$ cat config.mk
export PLATFORM = sky130hd
export DESIGN_NAME = alu_issue_stage
export DESIGN_NICKNAME = d
export VERILOG_FILES = /design/src/rtl/alu_pkg.sv /design/src/rtl/sync_fifo.sv /design/src/rtl/alu_issue_stage.sv
export SDC_FILE = /design/constraint.sdc
export NUM_CORES = 1
export LEC_CHECK = 0
export ABC_CLOCK_PERIOD_IN_PS = 2250
export CORE_UTILIZATION = 40
export CTS_BUF_LIST = sky130_fd_sc_hd__clkbuf_4 sky130_fd_sc_hd__clkbuf_8
export DETAILED_ROUTE_END_ITERATION = 8
export HOLD_SLACK_MARGIN = 0.08
export PLACE_DENSITY = 0.71
export RECOVER_POWER = 25
export SKIP_CTS_REPAIR_TIMING = 1
export SKIP_LAST_GASP = 1
export SLEW_MARGIN = 20
export SYNTH_ARGS = -nofsm -noshare
export SYNTH_HDL_FRONTEND = slang
export SYNTH_SLANG_ARGS = --single-unit
$ cat constraint.sdc
create_clock -name clk -period 2.25 [get_ports clk]
set_clock_uncertainty 0.2 [all_clocks]
set_input_delay 0.45 -clock clk [delete_from_list [all_inputs] [get_ports clk]]
set_output_delay 0.45 -clock clk [all_outputs]
set_load 0.02 [all_outputs]
$ cat src/rtl/alu_pkg.sv
// Shared definitions for the 4-bit ALU issue front end: field layout,
// opcode encoding and the packed instruction type.
package alu_pkg;

  localparam int DATA_W   = 4;
  localparam int REG_AW   = 2;
  localparam int NUM_REGS = 4;
  localparam int OP_W     = 3;
  localparam int INSTR_W  = 9;

  // Field offsets inside the 9-bit instruction word
  localparam int OP_LSB   = 6;
  localparam int DST_LSB  = 4;
  localparam int SRC1_LSB = 2;
  localparam int SRC2_LSB = 0;

  typedef enum logic [OP_W-1:0] {
    OP_ADD = 3'b000,
    OP_SUB = 3'b001,
    OP_AND = 3'b010,
    OP_OR  = 3'b011,
    OP_ROL = 3'b100,
    OP_ASR = 3'b101,
    OP_EQ  = 3'b110,
    OP_GT  = 3'b111
  } opcode_e;

  typedef struct packed {
    opcode_e             op;
    logic [REG_AW-1:0]   dst;
    logic [REG_AW-1:0]   src1;
    logic [REG_AW-1:0]   src2;
  } instr_t;

  // Operand source choice: the live EX result overrides the register file
  // when the EX instruction is about to write the register being read.
  function automatic logic [DATA_W-1:0] operand_sel(
    input logic                ex_live,
    input logic [REG_AW-1:0]   ex_dst,
    input logic [REG_AW-1:0]   src,
    input logic [DATA_W-1:0]   ex_result,
    input logic [DATA_W-1:0]   rf_value
  );
    logic [DATA_W-1:0] val;
    if (ex_live && (ex_dst == src)) begin
      val = ex_result;
    end else begin
      val = rf_value;
    end
    return val;
  endfunction

endpackage

$ cat src/rtl/sync_fifo.sv
// Single-clock FIFO with extra-MSB pointers; head entry is visible on rdata
// whenever the FIFO is not empty. Overflowing pushes and underflowing pops
// are ignored.
module sync_fifo #(
  parameter int WIDTH = 9,
  parameter int DEPTH = 4
) (
  input  logic             clk,
  input  logic             rst,
  input  logic             push,
  input  logic             pop,
  input  logic [WIDTH-1:0] wdata,
  output logic [WIDTH-1:0] rdata,
  output logic             full,
  output logic             empty
);

  localparam int AW = (DEPTH > 1) ? $clog2(DEPTH) : 1;

  logic [AW:0]      wr_ptr_q, wr_ptr_d;
  logic [AW:0]      rd_ptr_q, rd_ptr_d;
  logic [WIDTH-1:0] mem_q [DEPTH];
  logic [WIDTH-1:0] mem_d [DEPTH];
  logic             push_s;
  logic             pop_s;

  assign empty  = (wr_ptr_q == rd_ptr_q);
  assign full   = (wr_ptr_q[AW-1:0] == rd_ptr_q[AW-1:0]) &&
                  (wr_ptr_q[AW] != rd_ptr_q[AW]);
  assign push_s = push && !full;
  assign pop_s  = pop && !empty;
  assign rdata  = mem_q[rd_ptr_q[AW-1:0]];

  // Next pointer values and storage contents
  always_comb begin
    wr_ptr_d = wr_ptr_q;
    rd_ptr_d = rd_ptr_q;
    mem_d    = mem_q;
    if (push_s) begin
      mem_d[wr_ptr_q[AW-1:0]] = wdata;
      wr_ptr_d = wr_ptr_q + {{AW{1'b0}}, 1'b1};
    end else begin
      wr_ptr_d = wr_ptr_q;
    end
    if (pop_s) begin
      rd_ptr_d = rd_ptr_q + {{AW{1'b0}}, 1'b1};
    end else begin
      rd_ptr_d = rd_ptr_q;
    end
  end

  // Pointer and storage registers; reset empties the FIFO
  always_ff @(posedge clk or posedge rst) begin
    if (rst) begin
      wr_ptr_q <= {(AW+1){1'b0}};
      rd_ptr_q <= {(AW+1){1'b0}};
      for (int i = 0; i < DEPTH; i++) begin
        mem_q[i] <= {WIDTH{1'b0}};
      end
    end else begin
      wr_ptr_q <= wr_ptr_d;
      rd_ptr_q <= rd_ptr_d;
      mem_q    <= mem_d;
    end
  end

endmodule

$ cat src/rtl/alu_issue_stage.sv
// Issue stage of the 4-bit datapath: instruction FIFO, 4x4 register file,
// EX register feeding the external combinational ALU, single-entry bypass
// from the EX result, and writeback of that result one edge later.
module alu_issue_stage
  import alu_pkg::*;
#(
  parameter int DEPTH = 4
) (
  input  logic                clk,
  input  logic                rst,
  input  logic [INSTR_W-1:0]  instr_in,
  input  logic                instr_valid,
  output logic                instr_ready,
  input  logic                hold,
  input  logic                ld_en,
  input  logic [REG_AW-1:0]   ld_addr,
  input  logic [DATA_W-1:0]   ld_data,
  output logic [OP_W-1:0]     sel,
  output logic [DATA_W-1:0]   rs,
  output logic [DATA_W-1:0]   rt,
  input  logic [DATA_W-1:0]   rd,
  output logic                ex_valid,
  output logic [REG_AW-1:0]   wb_dst,
  input  logic [REG_AW-1:0]   dbg_addr,
  output logic [DATA_W-1:0]   dbg_data
);

  logic [INSTR_W-1:0] head_raw_s;
  instr_t             head_s;
  logic               fifo_full_s;
  logic               fifo_empty_s;
  logic               push_s;
  logic               pop_s;

  opcode_e            sel_q, sel_d;
  logic [DATA_W-1:0]  rs_q, rs_d;
  logic [DATA_W-1:0]  rt_q, rt_d;
  logic [REG_AW-1:0]  wb_dst_q, wb_dst_d;
  logic               ex_valid_q, ex_valid_d;
  logic [DATA_W-1:0]  rf_q [NUM_REGS];
  logic [DATA_W-1:0]  rf_d [NUM_REGS];

  // A full FIFO refuses a push even if a pop frees a slot on the same edge
  assign push_s = instr_valid && !fifo_full_s;
  assign pop_s  = !fifo_empty_s && !hold;
  assign head_s = instr_t'(head_raw_s);

  sync_fifo #(
    .WIDTH (INSTR_W),
    .DEPTH (DEPTH)
  ) u_fifo (
    .clk   (clk),
    .rst   (rst),
    .push  (push_s),
    .pop   (pop_s),
    .wdata (instr_in),
    .rdata (head_raw_s),
    .full  (fifo_full_s),
    .empty (fifo_empty_s)
  );

  // EX register load: popped instruction reads RF (pre-write values) or bypasses rd
  always_comb begin
    sel_d      = sel_q;
    rs_d       = rs_q;
    rt_d       = rt_q;
    wb_dst_d   = wb_dst_q;
    ex_valid_d = pop_s;
    if (pop_s) begin
      sel_d    = head_s.op;
      wb_dst_d = head_s.dst;
      rs_d     = operand_sel(ex_valid_q, wb_dst_q, head_s.src1, rd, rf_q[head_s.src1]);
      rt_d     = operand_sel(ex_valid_q, wb_dst_q, head_s.src2, rd, rf_q[head_s.src2]);
    end else begin
      sel_d    = sel_q;
      wb_dst_d = wb_dst_q;
      rs_d     = rs_q;
      rt_d     = rt_q;
    end
  end

  // Register file next state: writeback beats a preload to the same address
  always_comb begin
    for (int i = 0; i < NUM_REGS; i++) begin
      if (ex_valid_q && (wb_dst_q == REG_AW'(i))) begin
        rf_d[i] = rd;
      end else if (ld_en && (ld_addr == REG_AW'(i))) begin
        rf_d[i] = ld_data;
      end else begin
        rf_d[i] = rf_q[i];
      end
    end
  end

  // EX register and register file state; reset drops any in-flight work
  always_ff @(posedge clk or posedge rst) begin
    if (rst) begin
      sel_q      <= OP_ADD;
      rs_q       <= {DATA_W{1'b0}};
      rt_q       <= {DATA_W{1'b0}};
      wb_dst_q   <= {REG_AW{1'b0}};
      ex_valid_q <= 1'b0;
      for (int i = 0; i < NUM_REGS; i++) begin
        rf_q[i] <= {DATA_W{1'b0}};
      end
    end else begin
      sel_q      <= sel_d;
      rs_q       <= rs_d;
      rt_q       <= rt_d;
      wb_dst_q   <= wb_dst_d;
      ex_valid_q <= ex_valid_d;
      rf_q       <= rf_d;
    end
  end

  assign instr_ready = !fifo_full_s;
  assign sel         = sel_q;
  assign rs          = rs_q;
  assign rt          = rt_q;
  assign wb_dst      = wb_dst_q;
  assign ex_valid    = ex_valid_q;
  assign dbg_data    = rf_q[dbg_addr];

endmodule

==> summary.txt <==
Die
  – Core area: 9280 µm²
  – Die Area: roughly 10,000 µm²
  – Initial core utilization: 41.5%
  – DIE WIDTH: between 100 and 150 µm
  – Rows: 35
  – Vert. Die Dim: about 100 µm
  – Top-level port count: 45

Timing
  – Fin. max-slew vios: 0
  – Period utilization: a little over nine tenths
  – RSZ-0062 raised after global routing: no
  – Setup-failing EPs final: 0
  – Slew @ Worst Pin: 0.981 ns
  – Crit path time final: 2.21 ns
  – Worst rel slew slack: 34.6%
  – Fmax: ~450 MHz
  – Hold_ws: about 0.28 ns
  – Final Hold Violating Endpoints: 0

Power and ir drop
  – Sw Ratio: 38.2%
  – Flop pwr share: a little over 30%
  – PD cells: 1670 nW/µm²
  – Clk pwr share: between 10 and 15%
  – Static leakage: 2.17 nW
  – Net Sw Power: roughly 3.1 mW
  – Maximum VDD drop: around 630 µV
  – Int Pwr: 5.00 mW
  – Proportion of power drawn by combinational gates: a little over half

Yosys
  – Largest cells by area after synthesis: dfrtp_1 (47%), mux2_2 (13%), mux2i_1 (9.4%)
  – Post-synth cell types: 29
  – Most area-hungry cell type in the Yosys netlist: dfrtp_1
  – Flops & latches, synth: 72
  – Post-synthesis mux area share: a little under a third
  – Post-synthesis instance area: 3850 µm²
  – FFs w/ async S/R, synth: 100%
  – Largest family of logic cells by synthesized area: multiplexers
  – Number of synthesized flops with an enable pin: 0
  – Post-synthesis xor/xnor area fraction: between 3 and 4%
  – Simple-gate share of the synthesized area: under 10%
  – Seq/Total Area, Yosys: a little under half
  – Adder-cell area share of the yosys netlist: roughly 1.6%
  – Most frequent cells after synthesis: dfrtp_1 (72), mux2_2 (46), nand2_1 (45)
  – Syn Nets: 335
  – Post-synth top flop: dfrtp_1
  – Post-synthesis compound-gate area fraction: under 10%
  – Count leader, synth: dfrtp_1
  – Synth Instances: roughly 300
  – Ys Warns: 0
  – Top-area cell type share of the netlist area: a little under half
  – Post-Syn Area per Cell: ~13 µm²

Layout
  – Antenna diodes: 0
  – Share of post-route cells with drive strength above 1: 30.9%
  – Fin nets: 405
  – Layout area overhead: 25.8%
  – Final-layout fill cell count: ~800
  – Multi-input gate area: approximately 1900 µm²
  – Register area: 1800 µm²
  – Final core occ: between 50% and 60%

Global routing
  – Overall routing resource usage: approximately a fifth
  – Number of global-route vias before repair: about 2,800
  – Initial antenna violation count: 0
  – GRT overflow: 0
  – First-pass GRT wire length: 14,300 µm
  – Largest net degree at the start of global routing: between 70 and 80

Setup path
  – Slowest stage cell, crit path: clkdlybuf4s50_1
  – Worst endpoint data arrival time: 1.56 ns
  – CP peak stage delay: 0.56 ns
  – WP data required: between 1.5 and 2 ns
  – Cell breakdown of the critical path: clkdlybuf4s50_1 > mux4_2 > dlymetal6s2s_1
  – CP top delay family: buffers and inverters
  – Worst setup EP type: primary output
  – CP Max Fanout: 4
  – Worst Path Buf+Inv: 2
  – WS Path Type: in -> out
  – Critical Path Source Type: input port

Job
  – Max cap viols: 0

Clock network
  – CTS tree: built
  – Clock transition at path regs: 0.08 ns
  – Clk buf depth: 2
  – Clk sinks: 72
  – Later-pin clock latency in the skew report: around 0.36 ns
  – Cts bufs inserted: 9
  – H-tree levels: 3
  – Clock root cell: clkbuf_8

Placed design
  – Routability Congestion: about 0.83
  – Post-DP HPWL: roughly 6400 µm
  – Port Buffer Count: 44

Outcome
  – Status: complete, no violations

Detailed routing
  – DR WL/cell: 16.7 µm
  – Routed Antenna Nets: 0
  – First-iteration detailed-routing DRC count: 88
  – Routed wire length: 8510 µm
  – First-pass iteration count of the detailed router: 4
  – Routed vias/inst: roughly 5.3
  – Vias post-DR: approximately 2,700
  – DRC violations left: 0

Min path
  – HP Class: reg -> reg
## cell usage in the layout, fill, tap and decap left out, types with 2 or more instances in the layout
master           Yosys  final
dfrtp_1             72     71
mux2_2              46     46
nand2_1             45     45
clkdlybuf4s50_1      0     37
mux2i_1             36     36
buf_4                3     25
o21ai_0             17     17
mux4_2              13     13
clkbuf_8             0      9
xnor2_1              8      8
nand4_1              8      8
o211ai_1             8      8
inv_1                8      7
dlymetal6s2s_1       0      6
ha_1                 5      5
nand2_4              4      4
a311oi_1             4      4
a31o_2               3      3
nand3_1              2      2
nand3b_1             2      2
nor3b_1              2      2
xnor2_4              2      2
clkinvlp_4           0      2
inv_6                0      2
inv_8                0      2
bufinv_16            0      2
## cells by family (layout without fill, tap and decap cells)
| logic type | count (synthesis) | in the layout |
|---|---|---|
| buffers and inverters | 21 | 96 |
| XOR/XNOR | 12 | 12 |
| AND/OR/NAND/NOR | 66 | 66 |
| flip-flops | 72 | 72 |
| multiplexers | 95 | 95 |
| adder cells (fa/ha/maj) | 5 | 5 |
| AO/OA/AOI/OAI | 33 | 33 |
## layout make-up
cell class	count	share of cell area [%]
clock buffers	9	2.56
inverters	9	0.775
clock inverters	7	2.22
well taps	129	3.33
flip-flops and latches	72	37.2
multi-input cells	211	40.1
repair buffers	71	13.8
## stage by stage
| stage | TNS, ns | instances | instance area (µm²) | power (mW) | setup WS [ns] |
|---|---|---|---|---|---|
| detailed placement | -2.24 | 491 | 4580 | 6.87 | -0.566 |
| floorplan | 0 | 304 | 3850 | 5.48 | 0.243 |
| finish | 0 | 508 | 4850 | 8.09 | 0.0407 |
| global placement | -2.11 | 491 | 4580 | 6.70 | -0.529 |
| global route | 0 | 508 | 4850 | 8.64 | 0.00153 |
| CTS | -2.51 | 507 | 4810 | 8.07 | -0.571 |
## final timing paths
path                                          from                  to  slack [ns]  depth (start not counted)
max in group asynchronous                      rst  u_fifo.rd_ptr_q[0]        0.44                          3
min in group asynchronous                      rst             rf_q[7]        0.69                          3
worst max-delay path                   dbg_addr[1]         dbg_data[0]        0.04                          3
worst max register to register  u_fifo.rd_ptr_q[0]               rt[1]        0.11                          4
worst min-delay path                        sel[0]              sel[0]        0.28                          2
worst min register to register              sel[0]              sel[0]        0.28                          2
## registers in the layout, indices dropped and copies added, names as in the netlist
register         count
rf_q                16
rt                   4
u_fifo.wr_ptr_q      3
sel                  3
u_fifo.rd_ptr_q      3
rs                   4
wb_dst               2
u_fifo.mem_q        36
ex_valid             1
## per-layer routing
layer | wire, µm | global-route usage (%) | share of wire [%]
met5 | 0 | 0 | 0
met4 | 179 | 8.47 | 2.1
met3 | 326 | 4.18 | 3.8
met2 | 4390 | 32.5 | 52
met1 | 3620 | 22.7 | 42
## tightest hold or removal path, delay by kind of cell, from the launching register on
kind | cells | cell delay (ns)
flip-flops | 1 | 0.35
AND/OR/NAND/NOR | 2 | 0.10
## power groups by stage
stage	clock network, mW	logic (mW)	registers [mW]
4_1_cts	1.22	4.39	2.46
6_report	1.19	4.43	2.46
2_1_floorplan	0	3.03	2.45
3_5_place_dp	0	4.39	2.48
3_3_place_gp	0	4.25	2.45
5_1_grt	1.27	4.82	2.55
Note: power is estimated with default switching activity, not from simulation.
